===== src/rtl/instruction_fetch_if.sv =====
// Fetch-unit bus bundle: instruction memory port, redirect input, decode handshake and fault flag.
interface instruction_fetch_if #(
    parameter int INSTRUCTION_SIZE = 32,
    parameter int ADDRESS_SIZE     = 32
);
    logic [ADDRESS_SIZE-1:0]     imem_address;
    logic [INSTRUCTION_SIZE-1:0] imem_instruction;
    logic                        fetch_enable;
    logic                        redirect_valid;
    logic [ADDRESS_SIZE-1:0]     redirect_target;
    logic                        out_valid;
    logic                        out_ready;
    logic [INSTRUCTION_SIZE-1:0] out_instruction;
    logic [ADDRESS_SIZE-1:0]     out_pc;
    logic                        fetch_fault;

    modport master (
        output imem_address,
        input  imem_instruction,
        input  fetch_enable,
        input  redirect_valid,
        input  redirect_target,
        output out_valid,
        input  out_ready,
        output out_instruction,
        output out_pc,
        output fetch_fault
    );

    modport slave (
        input  imem_address,
        output imem_instruction,
        output fetch_enable,
        output redirect_valid,
        output redirect_target,
        input  out_valid,
        output out_ready,
        input  out_instruction,
        input  out_pc,
        input  fetch_fault
    );
endinterface


===== src/rtl/instruction_fetch.sv =====
// Instruction fetch: pc register, combinational imem read, circular fetch queue toward decode.
// FETCH_MISALIGN_TRAP_EN: misaligned redirects enter FAULT instead of being force-aligned.
module instruction_fetch #(
    parameter int                    INSTRUCTION_SIZE = 32,
    parameter int                    ADDRESS_SIZE     = 32,
    parameter logic [ADDRESS_SIZE-1:0] RESET_ADDRESS  = '0,
    parameter int                    QUEUE_DEPTH      = 2
) (
    input  logic                 clk,
    input  logic                 rst_n,
    instruction_fetch_if.master  bus
);

    localparam int PTR_W = $clog2(QUEUE_DEPTH);
    localparam logic [PTR_W:0] DEPTH_C = (PTR_W+1)'(QUEUE_DEPTH);

    typedef struct packed {
        logic [ADDRESS_SIZE-1:0]     pc;
        logic [INSTRUCTION_SIZE-1:0] instr;
    } entry_t;

    typedef enum logic [1:0] {FETCH, IDLE, FAULT} state_t;

    state_t                  state, state_nxt;
    logic [ADDRESS_SIZE-1:0] pc, pc_nxt;
    logic [ADDRESS_SIZE-1:0] redirect_pc;
    entry_t [QUEUE_DEPTH-1:0] queue;
    entry_t                  head;
    logic [PTR_W-1:0]        rd_ptr, wr_ptr;
    logic [PTR_W:0]          count;
    logic                    full, push, pop, flush;

    assign full = (count == DEPTH_C);
    assign head = queue[rd_ptr];

`ifdef FETCH_MISALIGN_TRAP_EN
    logic misaligned;
    assign misaligned  = |bus.redirect_target[1:0];
    assign redirect_pc = bus.redirect_target;
`else
    // Low bits are dropped so the pc always stays word aligned.
    assign redirect_pc = bus.redirect_target & ~ADDRESS_SIZE'(3);
`endif

    always_comb begin
        state_nxt = state;
        pc_nxt    = pc;
        push      = 1'b0;
        pop       = 1'b0;
        flush     = 1'b0;
        if (bus.redirect_valid) begin
            // Redirect wins over everything: drop queue contents including a same-cycle pop.
            flush     = 1'b1;
            pc_nxt    = redirect_pc;
            state_nxt = bus.fetch_enable ? FETCH : IDLE;
`ifdef FETCH_MISALIGN_TRAP_EN
            if (misaligned) state_nxt = FAULT;
`endif
        end else begin
            pop  = (count != '0) && bus.out_ready;
            push = (state == FETCH) && (!full || pop);
            if (push) pc_nxt = pc + ADDRESS_SIZE'(4);
            if (state != FAULT) state_nxt = bus.fetch_enable ? FETCH : IDLE;
        end
    end

    always_ff @(posedge clk or negedge rst_n) begin
        if (!rst_n) begin
            state  <= FETCH;
            pc     <= RESET_ADDRESS;
            rd_ptr <= '0;
            wr_ptr <= '0;
            count  <= '0;
        end else begin
            state <= state_nxt;
            pc    <= pc_nxt;
            if (flush) begin
                rd_ptr <= '0;
                wr_ptr <= '0;
                count  <= '0;
            end else begin
                if (push) wr_ptr <= wr_ptr + PTR_W'(1);
                if (pop)  rd_ptr <= rd_ptr + PTR_W'(1);
                count <= count + (PTR_W+1)'(push) - (PTR_W+1)'(pop);
            end
        end
    end

    // Entry storage needs no reset: the outputs are gated by out_valid.
    always_ff @(posedge clk) begin
        if (push) queue[wr_ptr] <= '{pc: pc, instr: bus.imem_instruction};
    end

    assign bus.imem_address    = pc;
    assign bus.out_valid       = (count != '0);
    assign bus.out_pc          = bus.out_valid ? head.pc : '0;
    assign bus.out_instruction = bus.out_valid ? head.instr : '0;

`ifdef FETCH_MISALIGN_TRAP_EN
    assign bus.fetch_fault = (state == FAULT);
`else
    assign bus.fetch_fault = 1'b0;
`endif

endmodule


===== src/flat_wrapper.sv =====
// flat-port wrapper written by rule: the top's interface ports become plain ports
module instruction_fetch_flat 
#(
    parameter int                    INSTRUCTION_SIZE = 32,
    parameter int                    ADDRESS_SIZE     = 32,
    parameter logic [ADDRESS_SIZE-1:0] RESET_ADDRESS  = '0,
    parameter int                    QUEUE_DEPTH      = 2
)
  (clk, rst_n, bus_imem_address, bus_imem_instruction, bus_fetch_enable, bus_redirect_valid, bus_redirect_target, bus_out_valid, bus_out_ready, bus_out_instruction, bus_out_pc, bus_fetch_fault);
  instruction_fetch_if #(.INSTRUCTION_SIZE(INSTRUCTION_SIZE), .ADDRESS_SIZE(ADDRESS_SIZE)) bus_i ();
  input  logic clk;
  input  logic rst_n;
  output wire logic [$bits(bus_i.imem_address)-1:0] bus_imem_address;
  input wire logic [$bits(bus_i.imem_instruction)-1:0] bus_imem_instruction;
  input wire logic [$bits(bus_i.fetch_enable)-1:0] bus_fetch_enable;
  input wire logic [$bits(bus_i.redirect_valid)-1:0] bus_redirect_valid;
  input wire logic [$bits(bus_i.redirect_target)-1:0] bus_redirect_target;
  output wire logic [$bits(bus_i.out_valid)-1:0] bus_out_valid;
  input wire logic [$bits(bus_i.out_ready)-1:0] bus_out_ready;
  output wire logic [$bits(bus_i.out_instruction)-1:0] bus_out_instruction;
  output wire logic [$bits(bus_i.out_pc)-1:0] bus_out_pc;
  output wire logic [$bits(bus_i.fetch_fault)-1:0] bus_fetch_fault;
  assign bus_imem_address = bus_i.imem_address;
  assign bus_i.imem_instruction = bus_imem_instruction;
  assign bus_i.fetch_enable = bus_fetch_enable;
  assign bus_i.redirect_valid = bus_redirect_valid;
  assign bus_i.redirect_target = bus_redirect_target;
  assign bus_out_valid = bus_i.out_valid;
  assign bus_i.out_ready = bus_out_ready;
  assign bus_out_instruction = bus_i.out_instruction;
  assign bus_out_pc = bus_i.out_pc;
  assign bus_fetch_fault = bus_i.fetch_fault;
  instruction_fetch #(.INSTRUCTION_SIZE(INSTRUCTION_SIZE), .ADDRESS_SIZE(ADDRESS_SIZE), .RESET_ADDRESS(RESET_ADDRESS), .QUEUE_DEPTH(QUEUE_DEPTH)) u_core (.clk(clk), .rst_n(rst_n), .bus(bus_i));
endmodule

===== config.mk =====
export PLATFORM = sky130hd
export DESIGN_NAME = instruction_fetch_flat
export DESIGN_NICKNAME = d
export VERILOG_FILES = /design/src/rtl/instruction_fetch_if.sv /design/src/rtl/instruction_fetch.sv /design/src/flat_wrapper.sv
export SDC_FILE = /design/constraint.sdc
export NUM_CORES = 1
export LEC_CHECK = 0
export ABC_AREA = 1
export BUFFER_PORTS_ARGS = -buffer_cell sky130_fd_sc_hd__buf_2
export CORE_MARGIN = 10
export CORE_UTILIZATION = 25
export DETAILED_ROUTE_END_ITERATION = 12
export SKIP_LAST_GASP = 1
export SYNTH_ARGS = -nofsm -noshare
export SYNTH_HDL_FRONTEND = slang
export SYNTH_SLANG_ARGS = --single-unit

===== constraint.sdc =====
create_clock -name clk -period 3.7 [get_ports clk]
set_input_delay 0.555 -clock clk [delete_from_list [all_inputs] [get_ports clk]]
set_output_delay 0.555 -clock clk [all_outputs]
set_load 0.05 [all_outputs]

# Word level (Yosys, flattened, before mapping)
# Index checks and enable logic that the tools add are counted.
[word_totals]
regBits = 166
latchBits = 0
ram_bits = 0
romBits = 0
inputBits = 69
out_inout_bits = 98
elab_cells = 50
mem_count = 0
[op_classes]
n_addsub = 5
n_mul = 0
div_mod_pow = 0
magnitude_cmp = 3
n_eq_ne = 2
shifts = 0
mux = 20
bitwise_logic = 0
reduce_logical = 11
[op_table]
columns = ["cell", "n"]
rows = [
  ["two-way mux 64 bit", 3],
  ["bitwise mux 128 bit", 1],
  ["two-way mux 32 bit", 4],
  ["demux 64 bit (select 1 bit)", 1],
  ["adder 32 x 3 -> 32 bit, second input constant", 1],
  ["nonzero test 2 bit", 5],
  ["two-way mux 1 bit", 8],
  ["two-way mux 2 bit", 3],
  ["< comparator 1 x 2 -> 1 bit, second input constant", 2],
  ["logical AND 1 bit", 3],
  ["adder 1 bit, second input constant", 2],
  ["adder 2 x 1 -> 2 bit", 1],
  ["== test 2 bit, second input constant", 1],
  ["zero test 2 bit", 1],
  ["!= test 2 bit, second input constant", 1],
  ["subtractor 2 x 1 -> 2 bit", 1],
  ["greater-or-equal comparator 1 bit, second input constant", 1],
  ["zero test 1 bit", 1],
  ["logical OR 1 bit", 1],
]

# Logic depth before layout (Yosys ltp)
# Gate-level depths: netlist of the first run.
[depth]
ltp_word = 8
depth_mapped = 10

# Least setup slack after synthesis of the first run
# No wires, ideal clock.
[synth_path]
kind = "input port to flip-flop"
start = "input port bus_out_ready"
end = "register u_core.queue[100] (netlist name) (enable)"
t_arrival_ns = 3.595
setup_slack_ns = -0.377
stages = 6
path_cell_list = "inv_1 nand3_1 nand2_2 nor2_4 inv_2 nor2_1"
[synth_between]
elab_chain_cells = 4
[synth_lines]
columns = ["item", "line_no", "source"]
rows = [
  ["start, declared", "flat_wrapper.sv:19", "input wire logic [$bits(bus_i.out_ready)-1:0] bus_out_ready;"],
  ["logical AND 1 bit", "instruction_fetch.sv:60", "pop = (count != '0) && bus.out_ready;"],
  ["logical OR 1 bit", "instruction_fetch.sv:61", "push = (state == FETCH) && (!full || pop);"],
  ["logical AND 1 bit", "instruction_fetch.sv:61", ""],
  ["two-way mux 1 bit", "instruction_fetch.sv:51", "if (bus.redirect_valid) begin"],
  ["end signal, assigned by index", "instruction_fetch.sv:91", "if (push) queue[wr_ptr] <= '{pc: pc, instr: bus.imem_instruction};"],
  ["end, declared", "instruction_fetch.sv:27", "entry_t [QUEUE_DEPTH-1:0] queue;"],
]
# No other way between the ends.
# A chain may end at the register's enable or synchronous reset.

# Worst setup path in the final report of the first run
[layout_path]
start = "register u_core.rd_ptr"
end = "output port bus_out_instruction[11]"
[layout_between]
elab_chain_cells = 3
[layout_lines]
columns = ["item", "line_no", "source"]
rows = [
  ["start, declared", "instruction_fetch.sv:29", "logic [PTR_W-1:0] rd_ptr, wr_ptr;"],
  ["start signal, assigned", "instruction_fetch.sv:83", "if (pop) rd_ptr <= rd_ptr + PTR_W'(1);"],
  ["two-way mux 64 bit (not written as such) (2 in a row)", "instruction_fetch.sv:34", "assign head = queue[rd_ptr];"],
  ["two-way mux 32 bit", "instruction_fetch.sv:97", "assign bus.out_instruction = bus.out_valid ? head.instr : '0;"],
  ["end, declared", "flat_wrapper.sv:20", "output wire logic [$bits(bus_i.out_instruction)-1:0] bus_out_instruction;"],
]
# No other way between the ends. The select of a mux whose other input is x is not followed.

==> impl_metrics.env, run 1 <==
export IMPL_status="complete, no violations"
export IMPL_root_buffer="clkbuf_16"
export IMPL_hold_buffers=0
export IMPL_drv_cap=0
export IMPL_boundaryPins=167
export IMPL_dr_wl_met3_um=1120
export IMPL_die_h_um=189
export IMPL_fp_dieW_um=189
export IMPL_port_buffers=159
export IMPL_finalNetCount=976
export IMPL_topRoutingLayerUsed="met4"
export IMPL_antenna_left=0
export IMPL_clock_fmax_mhz=349
export IMPL_nFillCells=2968
export IMPL_cp_max_fo=32
export IMPL_fin_hold_ws_ps=250
export IMPL_avgViaCountPerCell=4.21
export IMPL_cts_resized=0
export IMPL_syn_to_final_growth_pct=25.3
export IMPL_arrival_ps=2310
export IMPL_vdd_drop_max_mv=0.250
export IMPL_initial_core_util_pct=25.6
export IMPL_drt_first_pass_iters=5
export IMPL_synth_cell_type_count=27
export IMPL_drc=0
export IMPL_fin_crit_ps=2870
export IMPL_synth_seq_cells=159
export IMPL_multi_input_area_mm2=0.00222
export IMPL_slew_headroom_pct=43.3
export IMPL_combinationalPowerShare_pct=27.6
export IMPL_crit_type="flip-flop to primary output"
export IMPL_clkTransAtPathRegs_ps=70
export IMPL_setup_violations_final=0
export IMPL_n_antenna_cell=0
export IMPL_wirelength_um=21300
export IMPL_grt_remaining_overflow=0
export IMPL_post_cts_setup_buffers=0
export IMPL_yosys_warnings=0
export IMPL_coreArea_mm2=0.0280
export IMPL_power_share_clock_pct=31.2
export IMPL_grt_antenna_before_repair=0
export IMPL_switching_power_mw=1.99
export IMPL_postSynthAreaPerCell_um2=9.62
export IMPL_hold_viol_final=0
export IMPL_pwr_share_seq_pct=41.2
export IMPL_dieArea_mm2=0.0358
export IMPL_wl_per_cell_um=16.5
export IMPL_wl_met1_um=9610
export IMPL_startpoint_type="flip-flop"
export IMPL_drive_gt1_share_pct=23.8
export IMPL_ys_seq_area_share_pct=64.2
export IMPL_worstHoldPathType="input pin to asynchronous set/reset pin"
export IMPL_required_ps=3140
export IMPL_power_density_mw_per_mm2=597
export IMPL_clk_path_buf_depth=2
export IMPL_grt_pass1_vias=5204
export IMPL_vias=5452
export IMPL_numCtsBuffers=17
export IMPL_grt_usage_pct=11.5
export IMPL_cts_sinks=159
export IMPL_rsz0062_at_grt="false"
export IMPL_hpwl_um=15100
export IMPL_clk_latency_ps=420
export IMPL_place_gp_congestion=0.861
export IMPL_maxSlewViolCount=0
export IMPL_ff_latch_area_mm2=0.00460
export IMPL_p_int_mw=3.37
export IMPL_cellLeakagePower_nw=3.82
export IMPL_synth_cells=744
export IMPL_cts_max_level=4
export IMPL_cts_tree="yes"
export IMPL_syn_area_mm2=0.00716
export IMPL_ys_flop_type="edfxtp_1"
export IMPL_grt_max_degree=45
export IMPL_max_slew_worst_pin_slew_ps=851
export IMPL_switching_share_pct=37.2
export IMPL_finalSetupTns_ps=0
export IMPL_synth_async_sr_flop_share_pct=22.0
export IMPL_synth_edf_count=124
export IMPL_fin_worst_skew_ps=18.4
export IMPL_grt_pass1_wl_um=31600
export IMPL_critPathCaptureType="primary output"
export IMPL_num_rows=61
export IMPL_wl_met2_um=10400
export IMPL_timing_final_crit_share_pct=77.5
export IMPL_drt_iter0_drc=350
[per-stage QoR]
stage	area [µm²]	total power, mW	utilization [%]	setup WS, ps	instances
5_1_grt	8970	5.62	32.0	664	1294
6_report	8970	5.36	32.0	833	1294
4_1_cts	8970	5.45	32.0	788	1294
3_3_place_gp	8420	3.73	30.1	1260	1263
2_1_floorplan	7180	3.28	-	669	748
3_5_place_dp	8420	3.75	30.1	1230	1263
[routing by layer]
| layer | GRT usage, % | vias to the layer above |
|---|---|---|
| met5 | 0 | - |
| met4 | 2.41 | 0 |
| met3 | 3.42 | 10 |
| met2 | 19.2 | 131 |
| met1 | 14.4 | 2568 |
| li1 | - | 2743 |
[cells in the final DEF (no fill, tap or decap), types with 4 or more instances in the layout]
cell type	Yosys	routed
nand2_1	295	295
o211ai_1	4	4
o21bai_1	5	5
conb_1	1	5
clkbuf_1	16	4
xor2_1	6	6
buf_4	6	7
buf_2	9	159
inv_1	53	52
o21ai_0	18	18
nand3_1	23	23
a21oi_1	68	68
xnor2_1	5	5
clkbuf_16	0	17
dfrtp_1	35	34
nor2_1	47	45
nor2_4	5	7
nand2_2	5	5
edfxtp_1	124	124
nor2_2	5	5
[area by class of cell]
type / instances / area share, %
inverter: 57 / 2.40
multi-input combinational: 500 / 24.8
timing repair buffer: 169 / 10.1
clock inverter: 10 / 1.27
sequential: 159 / 51.3
clock buffer: 21 / 4.91
tap: 378 / 5.27
[critical path, cell delays in order (launching register included)]
cell and delay (ps):
dfrtp_2 840, buf_4 460, nand2_1 90, a21oi_1 170
buf_2 290
[cell families (layout without fill, tap and decap cells)]
| kind of cell | after synthesis | in the layout | synth area share, % |
|---|---|---|---|
| simple gates | 382 | 382 | 21.4 |
| flops | 159 | 159 | 64.2 |
| other cells | 1 | 5 | 0.0524 |
| fa+ha+maj | 3 | 3 | 0.524 |
| compound gates | 99 | 99 | 7.27 |
| buf+inv | 89 | 257 | 5.14 |
| xor+xnor | 11 | 11 | 1.35 |
[synthesized netlist by cell type, types with 3 or more instances]
| master | instances | area share, % |
|---|---|---|
| inv_1 | 53 | 2.8 |
| nand3_1 | 23 | 1.6 |
| dfrtp_1 | 35 | 12 |
| buf_2 | 9 | 0.63 |
| nand2_1 | 295 | 15 |
| buf_4 | 6 | 0.63 |
| xnor2_1 | 5 | 0.61 |
| nor2_1 | 47 | 2.5 |
| ha_1 | 3 | 0.52 |
| nand2_2 | 5 | 0.44 |
| edfxtp_1 | 124 | 52 |
| nor2_2 | 5 | 0.44 |
| o211ai_1 | 4 | 0.42 |
| o21bai_1 | 5 | 0.52 |
| o21ai_0 | 18 | 1.3 |
| a21oi_1 | 68 | 4.8 |
| xor2_1 | 6 | 0.73 |
| clkbuf_1 | 16 | 0.84 |
| nor2_4 | 5 | 0.79 |
| inv_2 | 3 | 0.16 |
[registers in the layout (all words and copies together), names as in the netlist]
name                     cells
u_core.rd_ptr                1
u_core.state                 1
u_core.count                 2
u_core.queue               124
u_core.bus.imem_address     30
u_core.wr_ptr                1
[power by group through the flow]
stage	clock network (mW)	registers (mW)	logic, mW
2_1_floorplan	0	2.32	0.964
3_3_place_gp	0	2.24	1.49
3_5_place_dp	0	2.25	1.50
4_1_cts	1.73	2.21	1.51
5_1_grt	1.80	2.23	1.59
6_report	1.67	2.21	1.48
[worst paths after layout]
kind,start,to,slack [ps],cells past startpoint
setup / recovery,u_core.rd_ptr$_DFFE_PN0P_,bus_out_instruction[11],830,4
min in group clk,bus_fetch_enable,u_core.state[0]$_DFF_PN0_,280,2
hold / removal,rst_n,u_core.bus.imem_address[22]$_DFFE_PN0P_,250,1
hold reg to reg,u_core.bus.imem_address[31]$_DFFE_PN0P_,u_core.queue[127]$_DFFE_PP_,580,0
max in group asynchronous,rst_n,u_core.rd_ptr$_DFFE_PN0P_,2870,1
setup reg to reg,u_core.count[1]$_DFF_PN0_,u_core.queue[56]$_DFFE_PP_,1620,6
(Power assumes the default switching activity.)
==> inputs of run 2 (changes only) <==
==> constraint.sdc (replaced) <==
create_clock -name clk -period 2.3 [get_ports clk]
set_input_delay 0.345 -clock clk [delete_from_list [all_inputs] [get_ports clk]]
set_output_delay 0.345 -clock clk [all_outputs]
set_load 0.05 [all_outputs]
==> impl_metrics.env, run 2 (synthesis gave the netlist of run 1 again) <==
export IMPL_rsz0062_at_grt="false"
export IMPL_wirelength_um=21300
export IMPL_fin_ws_ps=154
export IMPL_coreArea_mm2=0.0280
export IMPL_grt_pass1_wl_um=32000
export IMPL_place_gp_congestion=0.859
export IMPL_reg2regPathDepth=6
export IMPL_critPathCaptureType="primary output"
export IMPL_regMostFlops="u_core.queue"
export IMPL_setup_violations_final=0
export IMPL_dieArea_mm2=0.0358
export IMPL_numCtsBuffers=17
export IMPL_fp_dieW_um=189
export IMPL_cellLeakagePower_nw=3.92
export IMPL_boundaryPins=167
export IMPL_wl_per_cell_um=16.3
export IMPL_grt_usage_pct=11.7
export IMPL_vdd_drop_max_mv=0.473
export IMPL_maxSlewViolCount=0
export IMPL_avgViaCountPerCell=4.29
export IMPL_clock_fmax_mhz=466
export IMPL_grt_max_degree=49
export IMPL_nFillCells=2923
export IMPL_port_buffers=159
export IMPL_max_slew_worst_pin_slew_ps=877
export IMPL_r2r_setup_slack_ps=490
export IMPL_num_rows=61
export IMPL_status="complete, no violations"
export IMPL_antenna_left=0
export IMPL_worstHoldPathType="input pin to asynchronous set/reset pin"
export IMPL_cp_max_fo=38
export IMPL_max_stage_delay_ps=480
export IMPL_clk_path_buf_depth=2
export IMPL_grt_antenna_before_repair=1
export IMPL_root_buffer="clkbuf_16"
export IMPL_finalSetupTns_ps=0
export IMPL_hold_buffers=0
export IMPL_slew_headroom_pct=41.5
export IMPL_initial_core_util_pct=25.6
export IMPL_drc=0
export IMPL_drt_first_pass_iters=5
export IMPL_path_buf_inv=3
export IMPL_fin_crit_ps=2150
export IMPL_power_density_mw_per_mm2=966
export IMPL_arrival_ps=1800
export IMPL_clk_latency_ps=430
export IMPL_grt_pass1_vias=5452
export IMPL_crit_type="flip-flop to primary output"
export IMPL_cp_common_cell="buf_12"
export IMPL_cp_slowest_cell="dfrtp_2"
export IMPL_post_cts_setup_buffers=0
export IMPL_final_cell_mix="nand2_1, buf_2, edfxtp_1"
export IMPL_cts_max_level=4
export IMPL_syn_to_final_growth_pct=30.0
export IMPL_timing_final_crit_share_pct=93.3
export IMPL_preCtsSetupSlack_ps=389
export IMPL_cts_sinks=159
export IMPL_die_h_um=189
export IMPL_crit_family="buffers and inverters"
export IMPL_r2r_start="u_core.count[1]$_DFF_PN0_"
export IMPL_drv_cap=0
export IMPL_vias=5586
export IMPL_crit_chain="inv_2, buf_12, nand2_1, a21oi_1, buf_12"
export IMPL_drive_gt1_share_pct=24.6
export IMPL_cts_tree="yes"
export IMPL_grt_remaining_overflow=0
export IMPL_required_ps=1960
export IMPL_clkTransAtPathRegs_ps=70
export IMPL_fin_worst_skew_ps=15.9
export IMPL_reg2reg_to="u_core.queue[89]$_DFFE_PP_"
export IMPL_drt_iter0_drc=337
export IMPL_hold_viol_final=0
export IMPL_startpoint_type="flip-flop"
export IMPL_largest_reg_flops=124
export IMPL_final_common_cell="nand2_1"
export IMPL_hpwl_um=15400
export IMPL_finalNetCount=981
-- run 2: where the power goes --
| group | switching (mW) | total (mW) | internal [mW] |
|---|---|---|---|
| Combinational | 1.95 | 2.64 | 0.697 |
| Clock | 1.21 | 2.83 | 1.61 |
| Sequential | 0.192 | 3.52 | 3.33 |
-- run 2: final cells by class --
| class | count | area, µm² | share of cell area (%) |
|---|---|---|---|
| inverter | 57 | 218 | 2.34 |
| clock inverter | 15 | 159 | 1.71 |
| clock buffer | 17 | 425 | 4.57 |
| multi-input combinational | 500 | 2220 | 23.9 |
| antenna | 1 | 2.50 | 0.0269 |
| timing repair buffer | 174 | 1210 | 13.0 |
| tap | 378 | 473 | 5.08 |
| sequential | 159 | 4600 | 49.4 |
-- run 2: timing repair --
| action | CTS | global route |
|---|---|---|
| hold endpoints to repair | 0 | 0 |
| resized for setup | 0 | 3 |
| endpoints found under the setup margin | 0 | 37 |
-- run 2: how the worst max path moves through the flow --
stage / slack [ps] / cells after the start / to / startpoint
6_report: 150 / 5 / bus_out_pc[28] / u_core.rd_ptr$_DFFE_PN0P_
5_1_grt: 10 / 5 / bus_out_instruction[21] / u_core.rd_ptr$_DFFE_PN0P_
4_1_cts: 5 / 5 / bus_out_pc[4] / u_core.rd_ptr$_DFFE_PN0P_
3_5_place_dp: 390 / 7 / u_core.bus.imem_address[7]$_DFFE_PN0P_ / bus_redirect_valid
3_3_place_gp: 410 / 7 / u_core.bus.imem_address[10]$_DFFE_PN0P_ / bus_redirect_valid
2_1_floorplan: 70 / 7 / u_core.queue[0]$_DFFE_PP_ / u_core.count[0]$_DFF_PN0_
-- run 2: metal layers --
metal	GRT usage (%)	up-vias	part of all wire [%]
li1	-	2758	-
met1	14.1	2658	43
met2	19.9	152	50
met3	3.20	18	6.1
met4	3.72	0	1.2
met5	0	-	0
-- run 2: worst register-to-register path, cell delays in order, from the launching register on --
cell     delay, ps
dfrtp_1        430
nand3_1        150
nand2_2        100
nor2_4         180
inv_2          140
nor2_4         130
buf_4          330
-- run 2: per-stage QoR --
| step | hold WS (ps) | std cells | power (mW) | util [%] | cell area [µm²] |
|---|---|---|---|---|---|
| 6_report | 22.1 | 1301 | 8.99 | 33.2 | 9310 |
| 5_1_grt | 54.2 | 1301 | 9.40 | 33.2 | 9310 |
| 4_1_cts | 36.2 | 1300 | 9.11 | 33.2 | 9300 |
| 3_5_place_dp | 496 | 1268 | 6.26 | 31.1 | 8710 |
| 3_3_place_gp | 494 | 1268 | 6.24 | 31.1 | 8710 |
| 2_1_floorplan | 49.4 | 748 | 5.28 | - | 7190 |
